### src/rtl/param_mode_counter_pkg.sv
// Shared definitions for the parametrised multi-mode sequence counter.
// The 3-bit mode encodings live here so the counter and any block driving
// it agree on the same operation codes.
package param_mode_counter_pkg;

    localparam logic [2:0] MODE_EVEN_UP  = 3'b000;
    localparam logic [2:0] MODE_ODD_UP   = 3'b001;
    localparam logic [2:0] MODE_LOAD     = 3'b010;
    localparam logic [2:0] MODE_HOLD     = 3'b011;
    localparam logic [2:0] MODE_EVEN_DN  = 3'b100;
    localparam logic [2:0] MODE_ODD_DN   = 3'b101;
    localparam logic [2:0] MODE_LOAD_MAX = 3'b110;
    localparam logic [2:0] MODE_CLEAR    = 3'b111;

endpackage

### src/rtl/param_mode_counter.sv
// Parametrised multi-mode sequence counter.
// Counts up or down by an even STEP while keeping parity, loads, holds,
// clears, and pulses wrap for one cycle when a step leaves 0..MAX.
// Optional build macro SATURATE_EN: out-of-range steps clamp to the largest
// (up) or smallest (down) value of the same parity instead of wrapping,
// and wrap pulses on every clamped cycle. Ports are identical either way.
module param_mode_counter
    import param_mode_counter_pkg::*;
#(
    parameter int WIDTH     = 4,
    parameter int STEP      = 2,
    parameter int RESET_VAL = 0
) (
    input  logic             clk,
    input  logic             reset,
    input  logic             en,
    input  logic [2:0]       mode,
    input  logic [WIDTH-1:0] load_val,
    output logic [WIDTH-1:0] Z,
    output logic             wrap
);

    // Reject parameter sets that would break the parity-preserving scheme.
    if (WIDTH < 2) begin : gWidthCheck
        $error("param_mode_counter: WIDTH must be at least 2");
    end
    if ((STEP % 2) != 0) begin : gStepParityCheck
        $error("param_mode_counter: STEP must be even");
    end
    if (STEP <= 0 || STEP >= (2 ** WIDTH)) begin : gStepRangeCheck
        $error("param_mode_counter: STEP must be in 1..2^WIDTH-1");
    end

    localparam logic [WIDTH-1:0] MAX_VAL   = {WIDTH{1'b1}};
    localparam logic [WIDTH-1:0] STEP_W    = WIDTH'(STEP);
    localparam logic [WIDTH:0]   STEP_EXT  = (WIDTH+1)'(STEP);
    localparam logic [WIDTH-1:0] RESET_W   = WIDTH'(RESET_VAL);

    logic [WIDTH:0]   upSum;
    logic [WIDTH-1:0] dnDiff;
    logic             upOver;
    logic             dnUnder;
    logic [WIDTH-1:0] upResult;
    logic [WIDTH-1:0] dnResult;
    logic [WIDTH-1:0] nextZ;
    logic             nextWrap;

    // Step arithmetic: the widened sum exposes overflow in its top bit, and
    // the out-of-range result is either the modulo value or a parity-kept
    // clamp to the nearest limit, depending on the build.
    always_comb begin
        upSum   = {1'b0, Z} + STEP_EXT;
        dnDiff  = Z - STEP_W;
        upOver  = upSum[WIDTH];
        dnUnder = ({1'b0, Z} < STEP_EXT);
`ifdef SATURATE_EN
        upResult = upOver  ? {{(WIDTH-1){1'b1}}, Z[0]} : upSum[WIDTH-1:0];
        dnResult = dnUnder ? {{(WIDTH-1){1'b0}}, Z[0]} : dnDiff;
`else
        upResult = upSum[WIDTH-1:0];
        dnResult = dnDiff;
`endif
    end

    // Next-state mux: apply the selected mode when enabled; realign, load,
    // hold and clear never raise wrap, only an out-of-range step does.
    always_comb begin
        nextZ    = Z;
        nextWrap = 1'b0;
        if (en) begin
            case (mode)
                MODE_EVEN_UP: begin
                    if (!Z[0]) begin
                        nextZ    = upResult;
                        nextWrap = upOver;
                    end else begin
                        nextZ = '0;
                    end
                end
                MODE_ODD_UP: begin
                    if (Z[0]) begin
                        nextZ    = upResult;
                        nextWrap = upOver;
                    end else begin
                        nextZ = {{(WIDTH-1){1'b0}}, 1'b1};
                    end
                end
                MODE_LOAD: begin
                    nextZ = load_val;
                end
                MODE_HOLD: begin
                    nextZ = Z;
                end
                MODE_EVEN_DN: begin
                    if (!Z[0]) begin
                        nextZ    = dnResult;
                        nextWrap = dnUnder;
                    end else begin
                        nextZ = MAX_VAL - 1'b1;
                    end
                end
                MODE_ODD_DN: begin
                    if (Z[0]) begin
                        nextZ    = dnResult;
                        nextWrap = dnUnder;
                    end else begin
                        nextZ = MAX_VAL;
                    end
                end
                MODE_LOAD_MAX: begin
                    nextZ = MAX_VAL;
                end
                MODE_CLEAR: begin
                    nextZ = '0;
                end
                default: begin
                    nextZ = Z;
                end
            endcase
        end
    end

    // Count and wrap registers; reset forces the start value immediately.
    always_ff @(posedge clk or negedge reset) begin
        if (!reset) begin
            Z    <= RESET_W;
            wrap <= 1'b0;
        end else begin
            Z    <= nextZ;
            wrap <= nextWrap;
        end
    end

endmodule

### config.mk
export PLATFORM = sky130hd
export DESIGN_NAME = param_mode_counter
export DESIGN_NICKNAME = d
export VERILOG_FILES = /design/src/rtl/param_mode_counter_pkg.sv /design/src/rtl/param_mode_counter.sv
export SDC_FILE = /design/constraint.sdc
export NUM_CORES = 1
export LEC_CHECK = 0
export CORE_AREA = 5 5 42 44
export CTS_CLUSTER_DIAMETER = 100
export DETAILED_ROUTE_END_ITERATION = 16
export DIE_AREA = 0 0 47 49
export MAX_ROUTING_LAYER = met4
export PLACE_DENSITY_LB_ADDON = 0.12
export SLEW_MARGIN = 20
export SYNTH_ARGS = -nofsm -noshare
export SYNTH_HDL_FRONTEND = slang
export SYNTH_SLANG_ARGS = --single-unit
### constraint.sdc
create_clock -name clk -period 2.16 [get_ports clk]
set_clock_uncertainty 0.2 [all_clocks]
set_input_delay 0.216 -clock clk [delete_from_list [all_inputs] [get_ports clk]]
set_output_delay 0.216 -clock clk [all_outputs]
set_load 0.05 [all_outputs]
After elaboration in Yosys (flattened, before gate mapping):

Cells that the tools add are included.

* bitwise gates (word level): 1
* eq/ne operators: 7
* $lt $le $gt $ge: 1
* shift-type cells: 0
* divide/modulo/power cells: 0
* add/subtract/negate cells: 2
* muxes and demuxes: 11
* reductions and logical operators: 2
* multiply operators: 0

Operator list (count)
* $pmux W4 S7: 1
* $mux W4: 4
* $eq A3 B3 Y1 const B: 4
* $eq A3 B2 Y1 const B: 2
* $add A4 B2 Y5 const B: 1
* $mux W1: 5
* $lt A4 B2 Y1 const B: 1
* $pmux W1 S4: 1
* $sub A4 B2 Y4 const B: 1
* $eq A3 B1 Y1 const B: 1
* $logic_not A3 Y1: 1
* $reduce_and A2 Y1: 1
* $not A1 Y1: 1

* bits in writable memories: 0
* register bits: 5
* output and inout bits: 5
* logic and storage cells: 26
* bits in read-only memories: 0
* latch bits: 0
* memories: 0
* input bits: 10

Depth between registers and ports, before layout:

* depth after elaboration: 4
* mapped depth: 6
* depth with buffers taken out: 6

Worst setup path before layout:

No wires, ideal clock.

* path type: reg2reg
* from: reg Z[1]
* to: reg Z[3]
* clock period less this slack: 2051 ps
* required time: 1834 ps
* cell stages (with the launch flop): 7
* buffers on the path: 0
* data arrival time: 1725 ps
* path slack: 109 ps
* library setup time: 126 ps
* path through: dfrtp_1 -> inv_1 -> ha_1 -> xnor2_1 -> o21ai_0 -> a31o_2 -> o32a_1

* word-level cells in the longest chain between the ends: 3
* elaborated cells on any way between the ends: 7
* those cells by class: add/sub (2); mux (5)

RTL lines
* start: declaration: RTL line param_mode_counter.sv:19 `output logic [WIDTH-1:0] Z,`
* start signal: assignment: RTL line param_mode_counter.sv:129 `Z <= nextZ;`
* $sub A4 B2 Y4 / $add A4 B2 Y5 (equally long branches): RTL line param_mode_counter.sv:53, param_mode_counter.sv:52
* $mux W4 (on tied branches)
* $pmux W4 S7 (*): RTL line param_mode_counter.sv:71 `case (mode)`

Mark *: on every way between the ends. The rest lies on a longest branch, timed or not.
A chain may end at the register's enable or synchronous reset.

Worst setup path in the final report:

* from: reg Z[1]
* to: out Z[1]

No word-level cell between the ends.

==> qor.txt <==
FLOORPLANNING
---------------------------------------------------------------------------------
Width of the die                                                            47 um
Initial core utilization                                                    31.3%
Die footprint                                                            2300 um2
Height of the chip                                                          49 um
Area of the placeable core                                               1400 um2
Ports placed on the boundary                                                   15
Number of core rows                                                            14

DRT
---------------------------------------------------------------------------------
Pre-Repair DR Iteration Count                                                   3
Vias per cell                                                                5.06
Routed length per instance                                                11.7 um
Final ANT Viol Nets                                                             0
Initial DRC Count                                                               8
DRC errors left                                                                 0
Wirelength, routed                                                        1100 um
Total via count after detailed routing                                        476

LOGIC SYNTHESIS
---------------------------------------------------------------------------------
Total of flip-flops plus latches after synthesis                                5
Portion of synthesized cell area occupied by the leading cell type          28.6%
Syn Inst Count                                                                 59
Number of enable-type register cells in the synthesized netlist                 0
Proportion of synthesized chip area in sequential cells                     28.6%
Ys async rst share                                                           100%
Synthesized area per cell                                                7.42 um2
Ys Warns                                                                        0
Cell types with the largest area share after synthesis               dfrtp_1 29%, o21ai_0 6.9%, nor2_1 6.0%, ha_1 5.7%, inv_1 5.1%
Net count after synthesis                                                      71
Most frequent cells after synthesis                                  7 x nor2_1, 6 x inv_1, 6 x o21ai_0
Synth area leader                                                         dfrtp_1
Primary FF master, synth                                                  dfrtp_1
Count of different cell masters after synthesis                                25
Cell area after technology mapping                                        438 um2
Most repeated cell in the gate-level netlist after synthesis               nor2_1

FINISH
---------------------------------------------------------------------------------
Number of filler instances in the final layout                                151
# diodes                                                                        0
Layout area overhead                                                        46.6%
Final net count                                                                91
Final Util                                                                  45.8%
Fraction of layout instances using a drive strength above 1                 8.97%
Finished Layout Cells                                                          94

CLOCK NETWORK
---------------------------------------------------------------------------------
Clock buffers created by TritonCTS                                              3
Clock slew at reported path FFs                                           0.04 ns
Clock buffer depth                                                              2
Setup repair bufs after CTS                                                     0
Count of H-tree levels built during CTS                                         1
Number of gates given a new drive strength after cts                            0
Source-to-sink clock delay at the later pin of the worst-skew pair        0.24 ns
Clk root buf                                                             clkbuf_4
# clock sinks                                                                   5
Clock tree from TritonCTS                                                     yes

POWER
---------------------------------------------------------------------------------
Worst-case vdd ir drop                                                   0.634 mV
Switching part of the total                                                 39.2%
Relative contribution of sequential cells to total power                    30.7%
Net switching power of the design                                          169 uW
Post-layout total power                                                    430 uW
Power per cell area                                                    670 nW/um2
Combinational group share of total power                                    44.8%
Internal Power                                                             261 uW
Leakage power figure                                                     0.267 nW
Clock network fraction of total power                                       24.4%

TIMING
---------------------------------------------------------------------------------
RSZ-0062 raised after global routing                                        false
Max frequency                                                             510 MHz
Slew margin rel.                                                            66.5%
Hold Vio Cnt, Final                                                             0
Min Hold Slack                                                           0.443 ns
Setup violators final                                                           0
Final min period                                                          1.96 ns
Final period util                                                           90.8%
Final Max Tran Viols                                                            0
Slew at the pin with the worst max-slew slack                            0.502 ns
Sum of negative setup slack                                                  0 ns

CRITICAL PATH
---------------------------------------------------------------------------------
Arrival time of the worst setup path                                      1.55 ns
Critical setup path kind                                             flip-flop to output port
Type of element capturing the critical path                           output port
Startpoint class of the critical path                                   flip-flop
Slowest stage cell, crit path                                        clkdlybuf4s50_1
Largest fanout on the critical path                                             7
Critical path buffers and inverters                                             1
Top cell family by delay on the critical path                        buffers and inverters
List of cells traversed by the critical path                         clkdlybuf4s50_1
Peak per-stage delay on the critical path                                 0.85 ns
Worst EP required                                                         1.74 ns

PLACED DESIGN
---------------------------------------------------------------------------------
Total instance count after detailed placement                                  89
Count of port buffers added during placement                                   14
Final Wtd Congestion                                                        0.788
Half-perimeter wire length after placement                                 867 um

HOLD PATH
---------------------------------------------------------------------------------
Path class of the lowest-slack min-delay path                        flip-flop to flip-flop

GLOBAL ROUTE
---------------------------------------------------------------------------------
Overall global routing resource usage                                       11.4%
Initial antenna violation count                                                 0
Grt total ovfl                                                                  0
Global-route wire length before repair                                    1890 um
Pin count of the biggest net entering global routing                           12
Vias in the first global route                                                451

RUN
---------------------------------------------------------------------------------
Max-capacitance violation count                                                 0

OUTCOME
---------------------------------------------------------------------------------
Outcome                                                                 completed

-- cell usage in the layout (no fill, tap or decap), drive strengths merged --
| master | count |
|---|---|
| nor4 | 1 |
| nor2b | 2 |
| or2 | 1 |
| o32a | 1 |
| o21a | 1 |
| inv | 6 |
| a211oi | 2 |
| a31o | 1 |
| xnor2 | 2 |
| ha | 2 |
| a21oi | 2 |
| nand2 | 5 |
| clkdlybuf4s50 | 14 |
| dlygate4sd3 | 1 |
| o21ai | 9 |
| buf | 3 |
| clkbuf | 4 |
| a2111oi | 1 |
| or3 | 1 |
| nor3b | 1 |
| nor3 | 1 |
| a22o | 1 |
| a31oi | 2 |
| a311oi | 1 |
| a41oi | 1 |
| nor2 | 7 |
| dfrtp | 5 |
-- per-layer routing --
metal | share of wire [%] | global-route usage (%) | up-vias
met4 | 0 | 2.76 | 0
met1 | 48 | 15.3 | 217
met3 | 5.7 | 5.54 | 0
li1 | - | - | 247
met5 | 0 | - | -
met2 | 46 | 15.2 | 12
-- state kept, by name, summed over array words and instances (netlist names) --
signal and cells:
Z 4, wrap 1
-- kinds of logic after synthesis --
| group | Yosys count | share of synthesized area, % |
|---|---|---|
| DFF | 5 | 28.6 |
| buffers and inverters | 9 | 8.57 |
| xor gates and xnor gates | 2 | 4.00 |
| and+or+nand+nor | 19 | 20.3 |
| adders and majority gates | 2 | 5.71 |
| AOI/OAI and AO/OA | 22 | 32.9 |
-- through the flow --
step | instance area (um2) | setup WS (ns)
global placement | 606 | 0.113
CTS | 642 | 0.182
floorplan | 438 | 0.109
finish | 642 | 0.198
detailed placement | 606 | 0.118
global route | 642 | 0.129
-- worst register-to-register path, cell delays in order, from the launching register on --
cell,delay [ns]
dfrtp_1,0.46
inv_1,0.10
ha_1,0.21
xnor2_1,0.15
o21ai_0,0.11
a31o_2,0.26
o32a_1,0.28
-- final timing paths --
check                                  from          endpoint  slack (ns)  cells after the start
setup / recovery           Z[1]$_DFFE_PN0P_              Z[1]        0.20                      1
hold / removal             Z[2]$_DFFE_PN0P_  Z[2]$_DFFE_PN0P_        0.44                      2
setup reg to reg           Z[1]$_DFFE_PN0P_  Z[3]$_DFFE_PN0P_        0.26                      6
hold reg to reg            Z[2]$_DFFE_PN0P_  Z[2]$_DFFE_PN0P_        0.44                      2
max in group asynchronous             reset  Z[0]$_DFFE_PN0P_        1.02                      2
min in group asynchronous             reset  Z[2]$_DFFE_PN0P_        0.55                      2
-- area by class of cell --
class | count | area (um2) | share of cell area (%)
inverter | 6 | 22.5 | 3.51
timing repair buffer | 18 | 173 | 26.9
tap | 16 | 20.0 | 3.12
multi-input combinational | 45 | 275 | 42.9
clock buffer | 4 | 26.3 | 4.09
sequential | 5 | 125 | 19.5
-- power groups by stage --
| stage | Sequential, mW | Clock (mW) | Combinational (mW) |
|---|---|---|---|
| floorplan | 0.176 | 0 | 0.0785 |
| global placement | 0.134 | 0 | 0.193 |
| detailed placement | 0.133 | 0 | 0.191 |
| CTS | 0.132 | 0.111 | 0.194 |
| global route | 0.135 | 0.123 | 0.209 |
| finish | 0.132 | 0.105 | 0.193 |
-- repair_timing --
item / 4_1_cts / 5_1_grt
hold buffers: 1 / 0
hold endpoints to repair: 3 / 0
setup endpoints to repair: 0 / 0
No activity file was read; power rests on OpenSTA's default activity.
